===== src/rtl/spsram_bank_arb_pkg.sv =====
// Shared defaults and helpers for the banked single-port SRAM arbiter.
// Helpers work on a fixed 32-wide vector; callers size-cast the result.
package spsram_pkg;

  localparam int unsigned DW_DEF    = 8;
  localparam int unsigned DEPTH_DEF = 1024;
  localparam int unsigned NB_DEF    = 4;
  localparam int unsigned NR_DEF    = 2;
  localparam int unsigned SEL_MAX   = 32;

  typedef struct packed {
    logic        found;
    logic [31:0] idx;
  } pick_t;

  function automatic logic [SEL_MAX-1:0] bank_onehot(input logic [31:0] idx);
    return SEL_MAX'(1) << idx;
  endfunction

  // First set bit of valid at or after ptr, wrapping modulo n (ptr < n <= SEL_MAX).
  function automatic pick_t rr_pick(input logic [SEL_MAX-1:0] valid,
                                    input logic [31:0] ptr,
                                    input logic [31:0] n);
    pick_t       p;
    logic [31:0] j;
    p = '0;
    for (int k = 0; k < SEL_MAX; k++) begin
      j = ptr + 32'(k);
      if (j >= n) j = j - n;
      if ((32'(k) < n) && !p.found && valid[j[4:0]]) begin
        p.found = 1'b1;
        p.idx   = j;
      end
    end
    return p;
  endfunction

endpackage


===== src/rtl/spsram_bank_arb_if.sv =====
// Requester + banked-SRAM bus of the arbiter; slave is the arbiter side.
// No response backpressure: rsp_valid must be taken in the cycle it is shown.
interface spsram_bank_arb_if
  import spsram_pkg::*;
#(
  parameter int NR    = NR_DEF,
  parameter int DW    = DW_DEF,
  parameter int DEPTH = DEPTH_DEF,
  parameter int NB    = NB_DEF
);
  localparam int AW = $clog2(DEPTH);
  localparam int BW = $clog2(NB);
  localparam int RW = BW + AW;

  logic [NR-1:0]    req_valid;
  logic [NR-1:0]    req_ready;
  logic [NR-1:0]    req_we;
  logic [NR*RW-1:0] req_addr;
  logic [NR*DW-1:0] req_wdata;
  logic [NR-1:0]    rsp_valid;
  logic [DW-1:0]    rsp_rdata;
  logic [AW-1:0]    mem_addr;
  logic [DW-1:0]    mem_din;
  logic [NB-1:0]    mem_bs;
  logic             mem_we;
  logic [NB*DW-1:0] mem_dout;

  modport slave (
    input  req_valid, req_we, req_addr, req_wdata, mem_dout,
    output req_ready, rsp_valid, rsp_rdata, mem_addr, mem_din, mem_bs, mem_we
  );

  modport master (
    output req_valid, req_we, req_addr, req_wdata, mem_dout,
    input  req_ready, rsp_valid, rsp_rdata, mem_addr, mem_din, mem_bs, mem_we
  );

endinterface


===== src/rtl/spsram_bank_arb_rr_arbiter.sv =====
// Round-robin picker: combinational one-hot grant, search starts at r_ptr.
// Zero latency; r_ptr moves past the winner only when advance is high.
module rr_arbiter
  import spsram_pkg::*;
#(
  parameter  int N  = 2,
  localparam int IW = $clog2(N)
) (
  input  logic          clk,
  input  logic          rst,
  input  logic [N-1:0]  req,
  input  logic          advance,
  output logic [N-1:0]  gnt,
  output logic [IW-1:0] gnt_idx
);

  logic [IW-1:0] r_ptr;
  pick_t         w_pick;

  assign w_pick  = rr_pick(SEL_MAX'(req), 32'(r_ptr), 32'(N));
  assign gnt_idx = IW'(w_pick.idx);
  assign gnt     = w_pick.found ? (N'(1) << w_pick.idx) : '0;

  always_ff @(posedge clk) begin
    if (rst) begin
      r_ptr <= '0;
    end else if (advance) begin
      r_ptr <= (gnt_idx == IW'(N - 1)) ? '0 : gnt_idx + 1'b1;
    end
  end

endmodule


===== src/rtl/spsram_bank_arb.sv =====
// Shares one banked single-port SRAM among NR requesters, one access per cycle.
// Read data returns one cycle after the grant, tagged one-hot; no response backpressure.
module spsram_bank_arb
  import spsram_pkg::*;
#(
  parameter  int NR    = NR_DEF,
  parameter  int DW    = DW_DEF,
  parameter  int DEPTH = DEPTH_DEF,
  parameter  int NB    = NB_DEF,
  localparam int AW    = $clog2(DEPTH),
  localparam int BW    = $clog2(NB),
  localparam int RW    = BW + AW,
  localparam int IW    = $clog2(NR)
) (
  input logic              clk,
  input logic              rst,
  spsram_bank_arb_if.slave bus
);

  logic [NR-1:0] w_gnt;
  logic [IW-1:0] w_gidx;
  logic          w_any;
  logic          w_rd;
  logic [RW-1:0] w_addr;
  logic [BW-1:0] w_bank;

  logic          r_rsp_live;
  logic [IW-1:0] r_rsp_id;
  logic [BW-1:0] r_rsp_bank;

  rr_arbiter #(.N(NR)) u_arb (
    .clk     (clk),
    .rst     (rst),
    .req     (bus.req_valid),
    .advance (w_any),
    .gnt     (w_gnt),
    .gnt_idx (w_gidx)
  );

  // With no grant w_gidx is 0, so address/data simply mirror requester 0.
  assign w_any  = |w_gnt;
  assign w_addr = bus.req_addr[w_gidx*RW +: RW];
  assign w_bank = w_addr[RW-1:AW];
  assign w_rd   = w_any & ~bus.req_we[w_gidx];

  assign bus.req_ready = w_gnt;
  assign bus.mem_addr  = w_addr[AW-1:0];
  assign bus.mem_din   = bus.req_wdata[w_gidx*DW +: DW];
  assign bus.mem_bs    = w_any ? NB'(bank_onehot(32'(w_bank))) : '0;
  assign bus.mem_we    = w_any & bus.req_we[w_gidx];

  assign bus.rsp_valid = r_rsp_live ? (NR'(1) << r_rsp_id) : '0;
  assign bus.rsp_rdata = bus.mem_dout[r_rsp_bank*DW +: DW];

  always_ff @(posedge clk) begin
    if (rst) begin
      r_rsp_live <= 1'b0;
      r_rsp_id   <= '0;
      r_rsp_bank <= '0;
    end else begin
      r_rsp_live <= w_rd;
      if (w_rd) begin
        r_rsp_id   <= w_gidx;
        r_rsp_bank <= w_bank;
      end
    end
  end

endmodule

===== src/flat_wrapper.sv =====
// flat-port wrapper written by rule: the top's interface ports become plain ports
module spsram_bank_arb_flat import spsram_pkg::*;
#(
  parameter  int NR    = NR_DEF,
  parameter  int DW    = DW_DEF,
  parameter  int DEPTH = DEPTH_DEF,
  parameter  int NB    = NB_DEF,
  localparam int AW    = $clog2(DEPTH),
  localparam int BW    = $clog2(NB),
  localparam int RW    = BW + AW,
  localparam int IW    = $clog2(NR)
)
  (clk, rst, bus_req_valid, bus_req_we, bus_req_addr, bus_req_wdata, bus_mem_dout, bus_req_ready, bus_rsp_valid, bus_rsp_rdata, bus_mem_addr, bus_mem_din, bus_mem_bs, bus_mem_we);
  spsram_bank_arb_if #(.NR(NR), .DW(DW), .DEPTH(DEPTH), .NB(NB)) bus_i ();
  input logic clk;
  input logic rst;
  input wire logic [$bits(bus_i.req_valid)-1:0] bus_req_valid;
  input wire logic [$bits(bus_i.req_we)-1:0] bus_req_we;
  input wire logic [$bits(bus_i.req_addr)-1:0] bus_req_addr;
  input wire logic [$bits(bus_i.req_wdata)-1:0] bus_req_wdata;
  input wire logic [$bits(bus_i.mem_dout)-1:0] bus_mem_dout;
  output wire logic [$bits(bus_i.req_ready)-1:0] bus_req_ready;
  output wire logic [$bits(bus_i.rsp_valid)-1:0] bus_rsp_valid;
  output wire logic [$bits(bus_i.rsp_rdata)-1:0] bus_rsp_rdata;
  output wire logic [$bits(bus_i.mem_addr)-1:0] bus_mem_addr;
  output wire logic [$bits(bus_i.mem_din)-1:0] bus_mem_din;
  output wire logic [$bits(bus_i.mem_bs)-1:0] bus_mem_bs;
  output wire logic [$bits(bus_i.mem_we)-1:0] bus_mem_we;
  assign bus_i.req_valid = bus_req_valid;
  assign bus_i.req_we = bus_req_we;
  assign bus_i.req_addr = bus_req_addr;
  assign bus_i.req_wdata = bus_req_wdata;
  assign bus_i.mem_dout = bus_mem_dout;
  assign bus_req_ready = bus_i.req_ready;
  assign bus_rsp_valid = bus_i.rsp_valid;
  assign bus_rsp_rdata = bus_i.rsp_rdata;
  assign bus_mem_addr = bus_i.mem_addr;
  assign bus_mem_din = bus_i.mem_din;
  assign bus_mem_bs = bus_i.mem_bs;
  assign bus_mem_we = bus_i.mem_we;
  spsram_bank_arb #(.NR(NR), .DW(DW), .DEPTH(DEPTH), .NB(NB)) u_core (.clk(clk), .rst(rst), .bus(bus_i));
endmodule

===== config.mk =====
export PLATFORM = sky130hd
export DESIGN_NAME = spsram_bank_arb_flat
export DESIGN_NICKNAME = d
export VERILOG_FILES = /design/src/rtl/spsram_bank_arb_pkg.sv /design/src/rtl/spsram_bank_arb_if.sv /design/src/rtl/spsram_bank_arb_rr_arbiter.sv /design/src/rtl/spsram_bank_arb.sv /design/src/flat_wrapper.sv
export SDC_FILE = /design/constraint.sdc
export NUM_CORES = 1
export LEC_CHECK = 0
export CORE_ASPECT_RATIO = 1.5
export CORE_MARGIN = 2
export CORE_UTILIZATION = 28
export CTS_CLUSTER_SIZE = 40
export DETAILED_ROUTE_END_ITERATION = 7
export GPL_TIMING_DRIVEN = 1
export PLACE_DENSITY = 0.92
export SETUP_SLACK_MARGIN = 0.5
export SLEW_MARGIN = 20
export SYNTH_ARGS = -nofsm -noshare
export SYNTH_HDL_FRONTEND = slang
export SYNTH_SLANG_ARGS = --single-unit

===== constraint.sdc =====
create_clock -name clk -period 5.6 [get_ports clk]
set_clock_uncertainty 0.2 [all_clocks]
set_input_delay 1.12 -clock clk [delete_from_list [all_inputs] [get_ports clk]]
set_output_delay 1.12 -clock clk [all_outputs]
set_load 0.02 [all_outputs]

Word level (Yosys, flattened, before mapping)
Index checks and enable logic that the tools add are counted.
{"block": "word_totals", "output_inout_bits": 35, "ff_bits": 5, "word_cells": 40, "in_bits": 78}
{"block": "classes", "n_mux": 14, "bitwise": 3, "shift": 6, "magnitude_cmp": 5, "n_addsub": 4, "n_mul": 1, "n_reduce_logical": 3}
{"operator": "two-way mux 33 bit", "n": 2}
{"operator": "two-way mux 32 bit", "n": 2}
{"operator": "indexed part select 32 x 6 -> 8 bit", "n": 1}
{"operator": "<< shifter 1 x 32 -> 2 bit (first input constant)", "n": 1}
{"operator": "indexed part select 24 x 6 -> 12 bit", "n": 1}
{"operator": "indexed part select 16 x 5 -> 8 bit", "n": 1}
{"operator": "< comparator 5 x 6 -> 1 bit (second input constant)", "n": 2}
{"operator": "binary-select mux 1 bit (select 5 bit)", "n": 2}
{"operator": "two-way mux 1 bit", "n": 5}
{"operator": "two-way mux 2 bit", "n": 2}
{"operator": "two-way mux 4 bit", "n": 1}
{"operator": "<< shifter 1 x 2 -> 4 bit (first input constant)", "n": 1}
{"operator": "multiplier 1 x 2 -> 3 bit (second input constant)", "n": 1}
{"operator": "subtractor 1 x 2 -> 3 bit (second input constant)", "n": 1}
{"operator": "subtractor 2 x 2 -> 3 bit (second input constant)", "n": 1}
{"operator": "adder 1 x 1 -> 2 bit (second input constant)", "n": 1}
{"operator": "AND 1 bit", "n": 2}
{"operator": ">= comparator 1 x 2 -> 1 bit (second input constant)", "n": 1}
{"operator": ">= comparator 2 bit (second input constant)", "n": 1}
{"operator": "< comparator 1 x 2 -> 1 bit (second input constant)", "n": 1}
{"operator": "OR reduction 2 bit", "n": 1}
{"operator": "<< shifter 1 x 1 -> 2 bit (first input constant)", "n": 1}
{"operator": "adder 1 bit (second input constant)", "n": 1}
{"operator": "logical AND 1 bit", "n": 1}
{"operator": "2 further kinds", "n": 2}

Depth between registers and ports, before layout
Gate-level depths: netlist (run 1).
{"block": "depth", "ltp_word": 12, "depth_mapped": 6, "depth_no_buf": 4}

Cells and area by module
From an unflattened synthesis (run 1), not the netlist that was laid out.
{"block": "unflattened", "cells_unflattened": 85, "hier_area_um2": 835.8}
{"mod": "spsram_bank_arb", "area_each_um2": 760.7, "cells_per_inst": 78, "seq_area_each_um2": 80.1, "n_inst": 1}
{"mod": "rr_arbiter", "area_each_um2": 75.1, "cells_per_inst": 7, "seq_area_each_um2": 20.0, "n_inst": 1}

Least setup slack after synthesis (run 1)
Ideal clock, no wire load.
{"block": "synth_timing", "path_kind": "input -> output", "start": "in bus_req_valid[1]", "end": "out bus_mem_bs[0]", "path_slack_ns": 2.277, "path_buffers": 1, "required_ns": 4.280, "arrival_ns": 2.003, "cell_stages": 3, "path_cell_list": "clkbuf_8 a21boi_2 a41o_1"}
{"block": "synth_between", "elab_chain_len": 10, "word_cells_on_any_way": 15, "cone_classes": "mul (1); shift (3); mux (8); reduce/logical (3)"}
{"element": "start, declared", "line": "flat_wrapper.sv:17", "rtl": "input wire logic [$bits(bus_i.req_valid)-1:0] bus_req_valid;"}
{"element": "binary-select mux 1 bit (select 5 bit)", "line": "spsram_bank_arb_pkg.sv:30", "rtl": "if ((32'(k) < n) && !p.found && valid[j[4:0]]) begin"}
{"element": "two-way mux 1 bit (implied by the code)", "line": "spsram_bank_arb_pkg.sv:30"}
{"element": "two-way mux 33 bit", "line": "spsram_bank_arb_pkg.sv:30"}
{"element": "logical NOT 1 bit", "line": "spsram_bank_arb_pkg.sv:30"}
{"element": "logical AND 1 bit", "line": "spsram_bank_arb_pkg.sv:30"}
{"element": "two-way mux 33 bit (*)", "line": "spsram_bank_arb_pkg.sv:30"}
{"element": "<< shifter 1 x 32 -> 2 bit", "line": "spsram_bank_arb_rr_arbiter.sv:22", "rtl": "assign gnt = w_pick.found ? (N'(1) << w_pick.idx) : '0;"}
{"element": "two-way mux 2 bit (*)", "line": "spsram_bank_arb_rr_arbiter.sv:22"}
{"element": "named net bus_req_ready[0]", "line": "flat_wrapper.sv:22", "rtl": "output wire logic [$bits(bus_i.req_ready)-1:0] bus_req_ready;"}
{"element": "OR reduction 2 bit (*)", "line": "spsram_bank_arb.sv:41", "rtl": "assign w_any = |w_gnt;"}
{"element": "two-way mux 4 bit (*)", "line": "spsram_bank_arb.sv:49", "rtl": "assign bus.mem_bs = w_any ? NB'(bank_onehot(32'(w_bank))) : '0;"}
{"element": "end, declared", "line": "flat_wrapper.sv:27", "rtl": "output wire logic [$bits(bus_i.mem_bs)-1:0] bus_mem_bs;"}
Mark *: on every way through the listed nets, which the timed path passes. The rest lies on a longest branch. The select of a mux whose other input is x is not followed.

Worst setup path after layout (run 1)
{"block": "layout_timing", "start": "in bus_req_valid[1]", "end": "out bus_mem_bs[0]"}
{"block": "layout_between", "elab_chain_len": 10, "word_cells_on_any_way": 15, "cone_classes": "mul (1); shift (3); mux (8); reduce/logical (3)"}
{"element": "binary-select mux 1 bit (select 5 bit)", "line": "spsram_bank_arb_pkg.sv:30"}
{"element": "two-way mux 1 bit (implied by the code)", "line": "spsram_bank_arb_pkg.sv:30"}
{"element": "two-way mux 33 bit", "line": "spsram_bank_arb_pkg.sv:30"}
{"element": "logical NOT 1 bit", "line": "spsram_bank_arb_pkg.sv:30"}
{"element": "logical AND 1 bit", "line": "spsram_bank_arb_pkg.sv:30"}
{"element": "two-way mux 33 bit (*)", "line": "spsram_bank_arb_pkg.sv:30"}
{"element": "multiplier 1 x 2 -> 3 bit or << shifter 1 x 32 -> 2 bit (tied branches)", "line": "spsram_bank_arb.sv:42, spsram_bank_arb_rr_arbiter.sv:22"}
{"element": "indexed part select 24 x 6 -> 12 bit or two-way mux 2 bit (tied branches)", "line": "spsram_bank_arb.sv:42, spsram_bank_arb_rr_arbiter.sv:22"}
{"element": "<< shifter 1 x 2 -> 4 bit or OR reduction 2 bit (tied branches)", "line": "spsram_bank_arb_pkg.sv:17, spsram_bank_arb.sv:41"}
{"element": "two-way mux 4 bit (*)", "line": "spsram_bank_arb.sv:49"}
Every way passes the cells marked *; elsewhere a longest branch is shown, timed or not. The select of a mux whose other input is x is not followed.

==> results of run 1 <==
[sequential cells by signal, indices dropped and copies added, names as in the netlist]
| register | flops |
|---|---|
| u_core.r_rsp_id | 1 |
| u_core.r_rsp_live | 1 |
| u_core.r_rsp_bank | 2 |
| u_core.u_arb.r_ptr | 1 |
[placed cells by master (no fill, tap or decap), types with 3 or more instances in the layout]
cell type,instances
clkbuf_8,3
dfxtp_1,5
mux4_2,8
mux2_2,9
clkdlybuf4s50_1,112
o21ai_0,3
nor2b_1,3
mux2_4,9
inv_1,8
[synth_stat cells (all sizes together) (2+ instances only)]
library cell  instances  area, µm²
nand3                 2      10.01
nor4                  2      12.51
mux2                 18      236.5
a221oi                2      17.52
buf                  13      111.4
a22o                  2      17.52
inv                   8      30.03
mux4                  8      180.2
a311oi                2      17.52
a41o                  2      20.02
nor2b                 3      18.77
o21ai                 3      15.01
nand2                 2      23.77
dfxtp                 5      100.1
clkbuf                2      17.51
[per-stage QoR]
stage          std cells  worst slack [ns]  util [%]
2_1_floorplan         85             2.277         -
3_3_place_gp         222             1.162     62.60
3_5_place_dp         222             1.094     62.60
4_1_cts              226             1.105     64.04
5_1_grt              226             1.020     64.04
6_report             226             1.125     64.04
[worst max path at each step]
stage,start,to,slack [ns],cells past startpoint
floorplan,bus_req_valid[1],bus_mem_bs[0],2.28,3
global placement,bus_req_valid[0],bus_mem_din[3],1.16,5
detailed placement,bus_req_valid[1],bus_mem_bs[0],1.09,5
CTS,bus_req_valid[1],bus_mem_bs[0],1.11,5
global route,bus_req_valid[1],bus_mem_bs[0],1.02,5
finish,bus_req_valid[1],bus_mem_bs[0],1.13,5
[worst min-delay path, cell delays in order (launching register included)]
cell      delay, ns
dfxtp_1        0.36
nor2_1         0.12
a211oi_1       0.05
[area by class of cell]
type,count,area share [%]
Clock buffer,4,2.249
Sequential cell,5,4.997
Inverter,8,1.499
Tap cell,40,2.498
Timing Repair Buffer,112,55.97
Multi-Input combinational cell,57,32.79
[cell families after synthesis]
| family | Yosys count | synth area share (%) |
|---|---|---|
| buffers and inverters | 23 | 17.35 |
| muxes | 26 | 45.49 |
| DFF | 5 | 10.93 |
| AOI/OAI and AO/OA | 18 | 16.39 |
| and+or+nand+nor | 13 | 9.836 |
[routing by layer]
layer	vias up	part of all wire, %	global-route usage (%)
met5	-	0	0
li1	525	-	-
met3	2	12	6.426
met2	83	54	40.50
met4	0	0.48	2.703
met1	519	34	18.01
[power by group]
| part | internal [mW] | switching (mW) |
|---|---|---|
| Combinational | 0.120 | 0.0718 |
| Sequential | 0.0387 | 0.00659 |
| Clock | 0.0489 | 0.0185 |
| Total | 0.208 | 0.0969 |
==> summary.md, run 1 <==
| Metric | Value |
|---|---|
| Status | `finished clean` |
| Root Driver | `clkbuf_8` |
| Final nets | `265` |
| Max FO, Critical Path | `9` |
| Most used cell, CP | `clkdlybuf4s50_1` |
| Initial antenna violation count | `0` |
| Post-Syn Area | `915.9 µm²` |
| Routed WL per cell | `16.52 µm` |
| Largest net degree at the start of global routing | `20` |
| Seq. cell area | `100.1 µm²` |
| Total via count in the routed design | `1,129` |
| HP Class | `reg -> reg` |
| Final hold vios | `0` |
| Antenna diode count | `0` |
| CTS clk-pin slew, worst paths | `0.04 ns` |
| CP max-delay cell | `clkdlybuf4s50_1` |
| Final setup fails | `0` |
| Layout cells sized above 1 | `17.74%` |
| Hold endpoint | `u_core.u_arb.r_ptr` |
| IR drop worst, VDD | `150.0 µV` |
| Core Rows | `25` |
| Die height | `74.05 µm` |
| First-pass GRT wire length | `5.513 mm` |
| DRC violations left | `0` |
| Period utilization | `79.91%` |
| Number of fill cells | `262` |
| Slew Limit Fails | `0` |
| Mapped Nets | `163` |
| CTS tree | `yes` |
| RR Endpoint | `u_core.r_rsp_bank[1]` |
| Startpoint class of the critical path | `input pin` |
| H-tree depth | `1` |
| Arr. time, crit path | `3.15 ns` |
| IO Pins | `113` |
| GR Overflow Total | `0` |
| F_max | `0.2235 GHz` |
| Syn_area_per_cell | `10.78 µm²` |
| Cell chain of the critical path | `clkdlybuf4s50_1 -> inv_1 -> o21ai_0 -> a41o_1 -> clkdlybuf4s50_1` |
| Maxcap violations | `0` |
| Global Route Usage Sum | `19.36%` |
| Number of post-CTS setup repair buffers | `0` |
| Crit path capture type | `output pin` |
| Crit path kind | `in -> out` |
| Worst R2R Path Depth | `3` |
| Die area | `3754 µm²` |
| CTS max path bufs | `2` |
| FF-to-FF setup slack | `3.86 ns` |
| TritonCTS Buffers | `3` |
| Remaining antenna violation count after routing | `0` |
| TNS Setup | `0 ns` |
| Seq/Total Area, Yosys | `10.93%` |
| Routed vias/inst | `4.996` |
| Drt initial violations | `15` |
| Overall Power | `0.3048 mW` |
| Pwr dens | `152.2 nW/µm²` |
| Hold Path Origin | `u_core.u_arb.r_ptr` |
| Detailed Route WL | `3.734 mm` |
| Delay-heaviest family, CP | `buffers and inverters` |
| Vias in the first global route | `1,138` |
| Static leakage | `0.7790 nW` |
| # port buffers | `112` |
| Final instance area | `2003 µm²` |
| Crit path buf inv count | `3` |
| Area grow syn2layout | `118.7%` |
| Worst Path Required | `4.28 ns` |
| Pre-Repair DR Iteration Count | `4` |
| Cts hold-fix bufs | `0` |
| FF-to-FF Start | `u_core.u_arb.r_ptr` |
| Cell count after synthesis | `85` |
| Placed cell area | `1958 µm²` |
| Initial core utilization | `29.28%` |
| Ys Warns | `0` |
| Multi-input logic area | `656.9 µm²` |
| GPL Wtd Cong | `0.7682` |
| Distinct cells, synth | `32` |
| Post-synth EDFFs | `0` |
| Die W | `50.70 µm` |
| Placed wire-length estimate | `3.175 mm` |
| Final Critical Period | `4.475 ns` |
| Worst slew pin tran | `0.5428 ns` |
| Crit-path max cell delay | `0.74 ns` |
| Synthesis-stage register bit count | `5` |
| CORE AREA | `3128 µm²` |
| # resized after CTS | `0` |
| Synth Flop Type | `dfxtp_1` |
| Hold Path Stages | `2` |
| Clk_lat worst skew | `0.22 ns` |
| RSZ-0062 raised after global routing | `no` |
| FFs w/ async S/R, synth | `0%` |
| Final hold slack | `0.3771 ns` |
| Slew HR | `63.77%` |
| Clk sinks | `5` |
No activity file was read; power rests on OpenSTA's default activity.
==> run 2: changes to the inputs <==
--- a/config.mk
+++ b/config.mk
@@ -7,11 +7,11 @@
 export LEC_CHECK = 0
 export CORE_ASPECT_RATIO = 1.5
 export CORE_MARGIN = 2
-export CORE_UTILIZATION = 28
+export CORE_UTILIZATION = 24
 export CTS_CLUSTER_SIZE = 40
 export DETAILED_ROUTE_END_ITERATION = 7
 export GPL_TIMING_DRIVEN = 1
-export PLACE_DENSITY = 0.92
+export PLACE_DENSITY = 0.84
 export SETUP_SLACK_MARGIN = 0.5
 export SLEW_MARGIN = 20
 export SYNTH_ARGS = -nofsm -noshare
==> constraint.sdc (replaced) <==
create_clock -name clk -period 3.7 [get_ports clk]
set_clock_uncertainty 0.2 [all_clocks]
set_input_delay 0.74 -clock clk [delete_from_list [all_inputs] [get_ports clk]]
set_output_delay 0.74 -clock clk [all_outputs]
set_load 0.02 [all_outputs]
==> run 2 against run 1 <==
Effect of this change: clock power rose by 50%; via count fell by 0.97%; hold slack got worse by 0.0096 ns; critical endpoint is now bus_mem_addr[8]; highest routed layer unchanged; non-clock buffer count rose by 2; die area rose by 16%; clock-buffer cell count did not move; global-route usage fell by 3.9 points; first-iteration DRC count rose by 27%; worst setup slack got worse by 0.57 ns; combinational power rose by 51%.
==> summary.md, run 2 (synthesis results as in run 1) <==
| Metric | Value |
|---|---|
| Slew HR | `64.22%` |
| Startpoint class of the critical path | `input pin` |
| Fin util | `56.71%` |
| HP Class | `reg -> reg` |
| Hold Path Origin | `u_core.r_rsp_id` |
| Commonest non-fill, non-tap cell in the layout | `clkdlybuf4s50_1` |
| Detailed Route WL | `3.425 mm` |
| Number of fill cells | `313` |
| CP max-delay cell | `clkdlybuf4s50_1` |
| Worst Path Required | `2.76 ns` |
| Crit path capture type | `output pin` |
| Routed vias/inst | `4.819` |
| Setup ws final | `0.5502 ns` |
| Cts hold-fix bufs | `0` |
| Final instance area | `2088 µm²` |
| Crit path kind | `in -> out` |
| CTS tree | `yes` |
| Reg with most FFs | `u_core.r_rsp_bank` |
| Placed insts | `227` |
| Final Critical Period | `3.150 ns` |
| Crit-path max cell delay | `0.54 ns` |
| Area grow syn2layout | `128.0%` |
| Pwr dens | `220.1 nW/µm²` |
| Pre-Repair DR Iteration Count | `4` |
| Die W | `54.44 µm` |
| FF-to-FF setup slack | `2.12 ns` |
| CORE AREA | `3682 µm²` |
| Max reg flops | `2` |
| TritonCTS Buffers | `3` |
| Antenna diode count | `0` |
| Placed wire-length estimate | `2.854 mm` |
| Clk sinks | `5` |
| Vias in the first global route | `1,111` |
| Core Rows | `27` |
| Final setup fails | `0` |
| Die height | `79.66 µm` |
| IR drop worst, VDD | `162.4 µV` |
| Largest net degree at the start of global routing | `11` |
| Seq. cell area | `100.1 µm²` |
| Layout cells sized above 1 | `20.11%` |
| # port buffers | `112` |
| Placed cell area | `1977 µm²` |
| Period utilization | `85.13%` |
| FF-to-FF Start | `u_core.u_arb.r_ptr` |
| CTS max path bufs | `2` |
| Multi-input logic area | `691.9 µm²` |
| Final nets | `268` |
| Final hold slack | `0.3676 ns` |
| Slew Limit Fails | `0` |
| F_max | `0.3175 GHz` |
| CTS clk-pin slew, worst paths | `0.04 ns` |
| TNS Setup | `0 ns` |
| Delay-heaviest family, CP | `buffers and inverters` |
| RSZ-0062 raised after global routing | `no` |
| Crit path buf inv count | `3` |
| Worst slew pin tran | `0.5359 ns` |
| Overall Power | `0.4595 mW` |
| Max FO, Critical Path | `9` |
| Routed WL per cell | `14.76 µm` |
| Final hold vios | `0` |
| Total via count in the routed design | `1,118` |
| Initial antenna violation count | `0` |
| Most frequent cells in the layout | `91 x clkdlybuf4s50_1, 14 x dlymetal6s2s_1, 9 x mux2_4, 9 x mux2_2` |
| Root Driver | `clkbuf_8` |
| Static leakage | `0.9478 nW` |
| GR Overflow Total | `0` |
| Maxcap violations | `0` |
| Cell chain of the critical path | `clkdlybuf4s15_2 -> buf_4 -> nand2_8 -> mux2_4 -> clkdlybuf4s50_1` |
| Drt initial violations | `19` |
| Number of post-CTS setup repair buffers | `0` |
| DRC violations left | `0` |
| Initial core utilization | `24.87%` |
| Global Route Usage Sum | `15.43%` |
| Clk_lat worst skew | `0.22 ns` |
| Dpl ws | `0.1116 ns` |
| Critical path origin | `bus_req_valid[1]` |
| Status | `finished clean` |
| IO Pins | `113` |
| Remaining antenna violation count after routing | `0` |
| Die area | `4337 µm²` |
| Non-Filler Instances | `232` |
| H-tree depth | `1` |
| Arr. time, crit path | `2.21 ns` |
| GPL Wtd Cong | `0.7368` |
| First-pass GRT wire length | `4.974 mm` |
[run 2: cell count changes in the layout (fill, tap and decap cells not counted)]
cell	delta
dlymetal6s2s_1	+14
nand2b_4	+1
dlygate4sd2_1	+4
clkdlybuf4s50_1	-21
nand2_8	+1
a21boi_4	+1
clkdlybuf4s15_2	+1
o21ai_0	-1
o21ai_1	+1
a21boi_2	-1
clkdlybuf4s15_1	+2
buf_4	+2
nand2b_1	-1
[run 2: metal layers]
layer / vias to the layer above / routed length, µm / global-route usage [%]
met5: - / 0 / 0
met4: 0 / 106 / 8.500
met3: 12 / 246 / 2.996
met2: 65 / 1965 / 28.19
met1: 508 / 1107 / 15.25
li1: 533 / - / -
[run 2: worst min-delay path: stages, from the launching register on]
cell and delay (ns):
dfxtp_1 0.31, inv_1 0.06, a221o_2 0.09, a21oi_1 0.05
[run 2: what timing repair did]
item,4_1_cts,5_1_grt
cloned,1,0
endpoints found under the hold margin,0,0
pin swaps,1,0
endpoints found under the setup margin,25,14
resized for setup,15,15
[run 2: power breakdown]
group          total, mW  leakage, nW  switching [mW]  internal (mW)
logic              0.289        0.884           0.109          0.180
clock network      0.101       0.0228          0.0275         0.0740
registers         0.0690       0.0414          0.0104         0.0586
[run 2: area by class of cell]
| type | count | share of cell area, % |
|---|---|---|
| Timing Repair Buffer | 114 | 55.90 |
| Clock buffer | 4 | 2.157 |
| Multi-Input combinational cell | 58 | 33.13 |
| Inverter | 8 | 1.438 |
| Tap cell | 43 | 2.576 |
| Sequential cell | 5 | 4.793 |
[run 2: final timing paths]
kind,end,cells after the start
hold / removal,u_core.r_rsp_id,3
hold reg to reg,u_core.r_rsp_id,3
setup / recovery,bus_mem_addr[8],5
setup reg to reg,u_core.r_rsp_bank[1],4
==> run 3: changes to the inputs <==
--- a/config.mk
+++ b/config.mk
@@ -8,6 +8,7 @@
 export CORE_ASPECT_RATIO = 1.5
 export CORE_MARGIN = 2
 export CORE_UTILIZATION = 24
+export CTS_BUF_LIST = sky130_fd_sc_hd__clkbuf_8
 export CTS_CLUSTER_SIZE = 40
 export DETAILED_ROUTE_END_ITERATION = 7
 export GPL_TIMING_DRIVEN = 1
==> run 3 against run 2 <==
Effect of this change: worst setup slack barely moved; critical path depth unchanged; clock power about the same; die area is the same; sequential share of layout area stayed put; final cell count stayed put; power shrank 0.60%; register-to-register slack about the same; global-route usage unchanged; sequential cell count stayed put; critical path type unchanged.
==> summary.md, run 3 (synthesis results as in run 1) <==
| Metric | Value |
|---|---|
| Status | `finished clean` |
| Antenna diode count | `0` |
| IR drop worst, VDD | `162.4 µV` |
| Number of fill cells | `313` |
| Total via count in the routed design | `1,118` |
| Layout cells sized above 1 | `20.11%` |
| Static leakage | `0.9520 nW` |
| CTS max path bufs | `2` |
| Core Rows | `27` |
| Die height | `79.66 µm` |
| Cell chain of the critical path | `clkdlybuf4s15_2 -> buf_4 -> nand2_8 -> mux2_4 -> clkdlybuf4s50_1` |
| CTS tree | `yes` |
| Die W | `54.44 µm` |
| TNS Setup | `0 ns` |
| Commonest non-fill, non-tap cell in the layout | `clkdlybuf4s50_1` |
| Max reg flops | `2` |
| HP Class | `reg -> reg` |
| Routed WL per cell | `14.76 µm` |
| CP max-delay cell | `clkdlybuf4s50_1` |
| Worst Path Required | `2.76 ns` |
| CTS clk-pin slew, worst paths | `0.04 ns` |
| TritonCTS Buffers | `3` |
| Initial antenna violation count | `0` |
| Overall Power | `0.4568 mW` |
| F_max | `0.3175 GHz` |
| GPL Wtd Cong | `0.7368` |
| RSZ-0062 raised after global routing | `no` |
| Slew Limit Fails | `0` |
| Die area | `4337 µm²` |
| Clk sinks | `5` |
| Clk_lat worst skew | `0.22 ns` |
| Pwr dens | `218.7 nW/µm²` |
| Maxcap violations | `0` |
| Global Route Usage Sum | `15.43%` |
| Crit path capture type | `output pin` |
| GR Overflow Total | `0` |
| Max FO, Critical Path | `9` |
| Crit-path max cell delay | `0.54 ns` |
| Vias in the first global route | `1,111` |
| Worst slew pin tran | `0.5359 ns` |
| First-pass GRT wire length | `4.974 mm` |
| CORE AREA | `3682 µm²` |
| Final setup fails | `0` |
| Most frequent cells in the layout | `91 x clkdlybuf4s50_1, 14 x dlymetal6s2s_1, 9 x mux2_4, 9 x inv_1, 9 x mux2_2` |
| Arr. time, crit path | `2.21 ns` |
| Crit path buf inv count | `3` |
| H-tree depth | `1` |
| Final Critical Period | `3.150 ns` |
| Routed vias/inst | `4.819` |
| Slew HR | `64.22%` |
| Number of post-CTS setup repair buffers | `0` |
| # port buffers | `112` |
| Final hold vios | `0` |
| Area grow syn2layout | `128.0%` |
| Root Driver | `clkbuf_8` |
| Pre-Repair DR Iteration Count | `4` |
| IO Pins | `113` |
| Cts hold-fix bufs | `0` |
| DRC violations left | `0` |
| Placed wire-length estimate | `2.854 mm` |
| Remaining antenna violation count after routing | `0` |
| Final nets | `268` |
| Drt initial violations | `19` |
| Reg with most FFs | `u_core.r_rsp_bank` |
| Initial core utilization | `24.87%` |
| Largest net degree at the start of global routing | `11` |
| Startpoint class of the critical path | `input pin` |
| Delay-heaviest family, CP | `buffers and inverters` |
| Detailed Route WL | `3.425 mm` |
| Crit path kind | `in -> out` |
| Fin util | `56.71%` |
| Period utilization | `85.13%` |
==> run 3: changes by cell type in the layout (fill, tap and decap cells not counted), sizes merged <==
cell    previous run  this run
clkbuf             4         3
inv                8         9
==> run 3: timing repair <==
item	4_1_cts	5_1_grt
gates cloned	1	0
endpoints found under the hold margin	0	0
resized for setup	15	15
endpoints found under the setup margin	25	14
pin swaps	1	0
==> run 3: power breakdown <==
group	leakage (nW)	total, mW	switching (mW)	internal [mW]
Combinational	0.884	0.289	0.109	0.180
Sequential	0.0414	0.0690	0.0104	0.0586
Clock	0.0269	0.0987	0.0275	0.0712
Total	0.952	0.457	0.147	0.310
==> run 3: layout make-up <==
type | count | area, µm² | share of cell area [%]
Timing Repair Buffer | 114 | 1167 | 55.90
Sequential cell | 5 | 100.1 | 4.793
Inverter | 8 | 30.03 | 1.438
Clock buffer | 3 | 41.29 | 1.977
Tap cell | 43 | 53.80 | 2.576
Multi-Input combinational cell | 58 | 691.9 | 33.13
Clock inverter | 1 | 3.754 | 0.1797
==> run 3: tightest hold or removal path, cell delays in order (launching register included) <==
cell,delay [ns]
dfxtp_1,0.31
inv_1,0.06
a221o_2,0.09
a21oi_1,0.05
==> run 3: worst paths after layout <==
kind	from	endpoint	slack, ns	cells past startpoint
setup reg to reg	u_core.u_arb.r_ptr	u_core.r_rsp_bank[1]	2.12	4
setup / recovery	bus_req_valid[1]	bus_mem_addr[8]	0.55	5
hold / removal	u_core.r_rsp_id	u_core.r_rsp_id	0.37	3
hold reg to reg	u_core.r_rsp_id	u_core.r_rsp_id	0.37	3
==> run 3: through the flow <==
| step | hold WS (ns) | instance area (µm²) | cells | worst slack (ns) |
|---|---|---|---|---|
| after floorplan | 0.3189 | 915.9 | 85 | 1.137 |
| after global placement | 0.3472 | 1977 | 227 | 0.1287 |
| after detailed placement | 0.3640 | 1977 | 227 | 0.1116 |
| after CTS | 0.3801 | 2052 | 232 | 0.5123 |
| after global routing | 0.4080 | 2088 | 232 | 0.5008 |
| final | 0.3676 | 2088 | 232 | 0.5502 |
==> run 3: routing by layer <==
metal | part of all wire, % | vias up | track usage (%)
met4 | 3.1 | 0 | 8.500
met1 | 32 | 508 | 15.25
met2 | 57 | 65 | 28.19
met3 | 7.2 | 12 | 2.996
li1 | - | 533 | -
met5 | 0 | - | 0
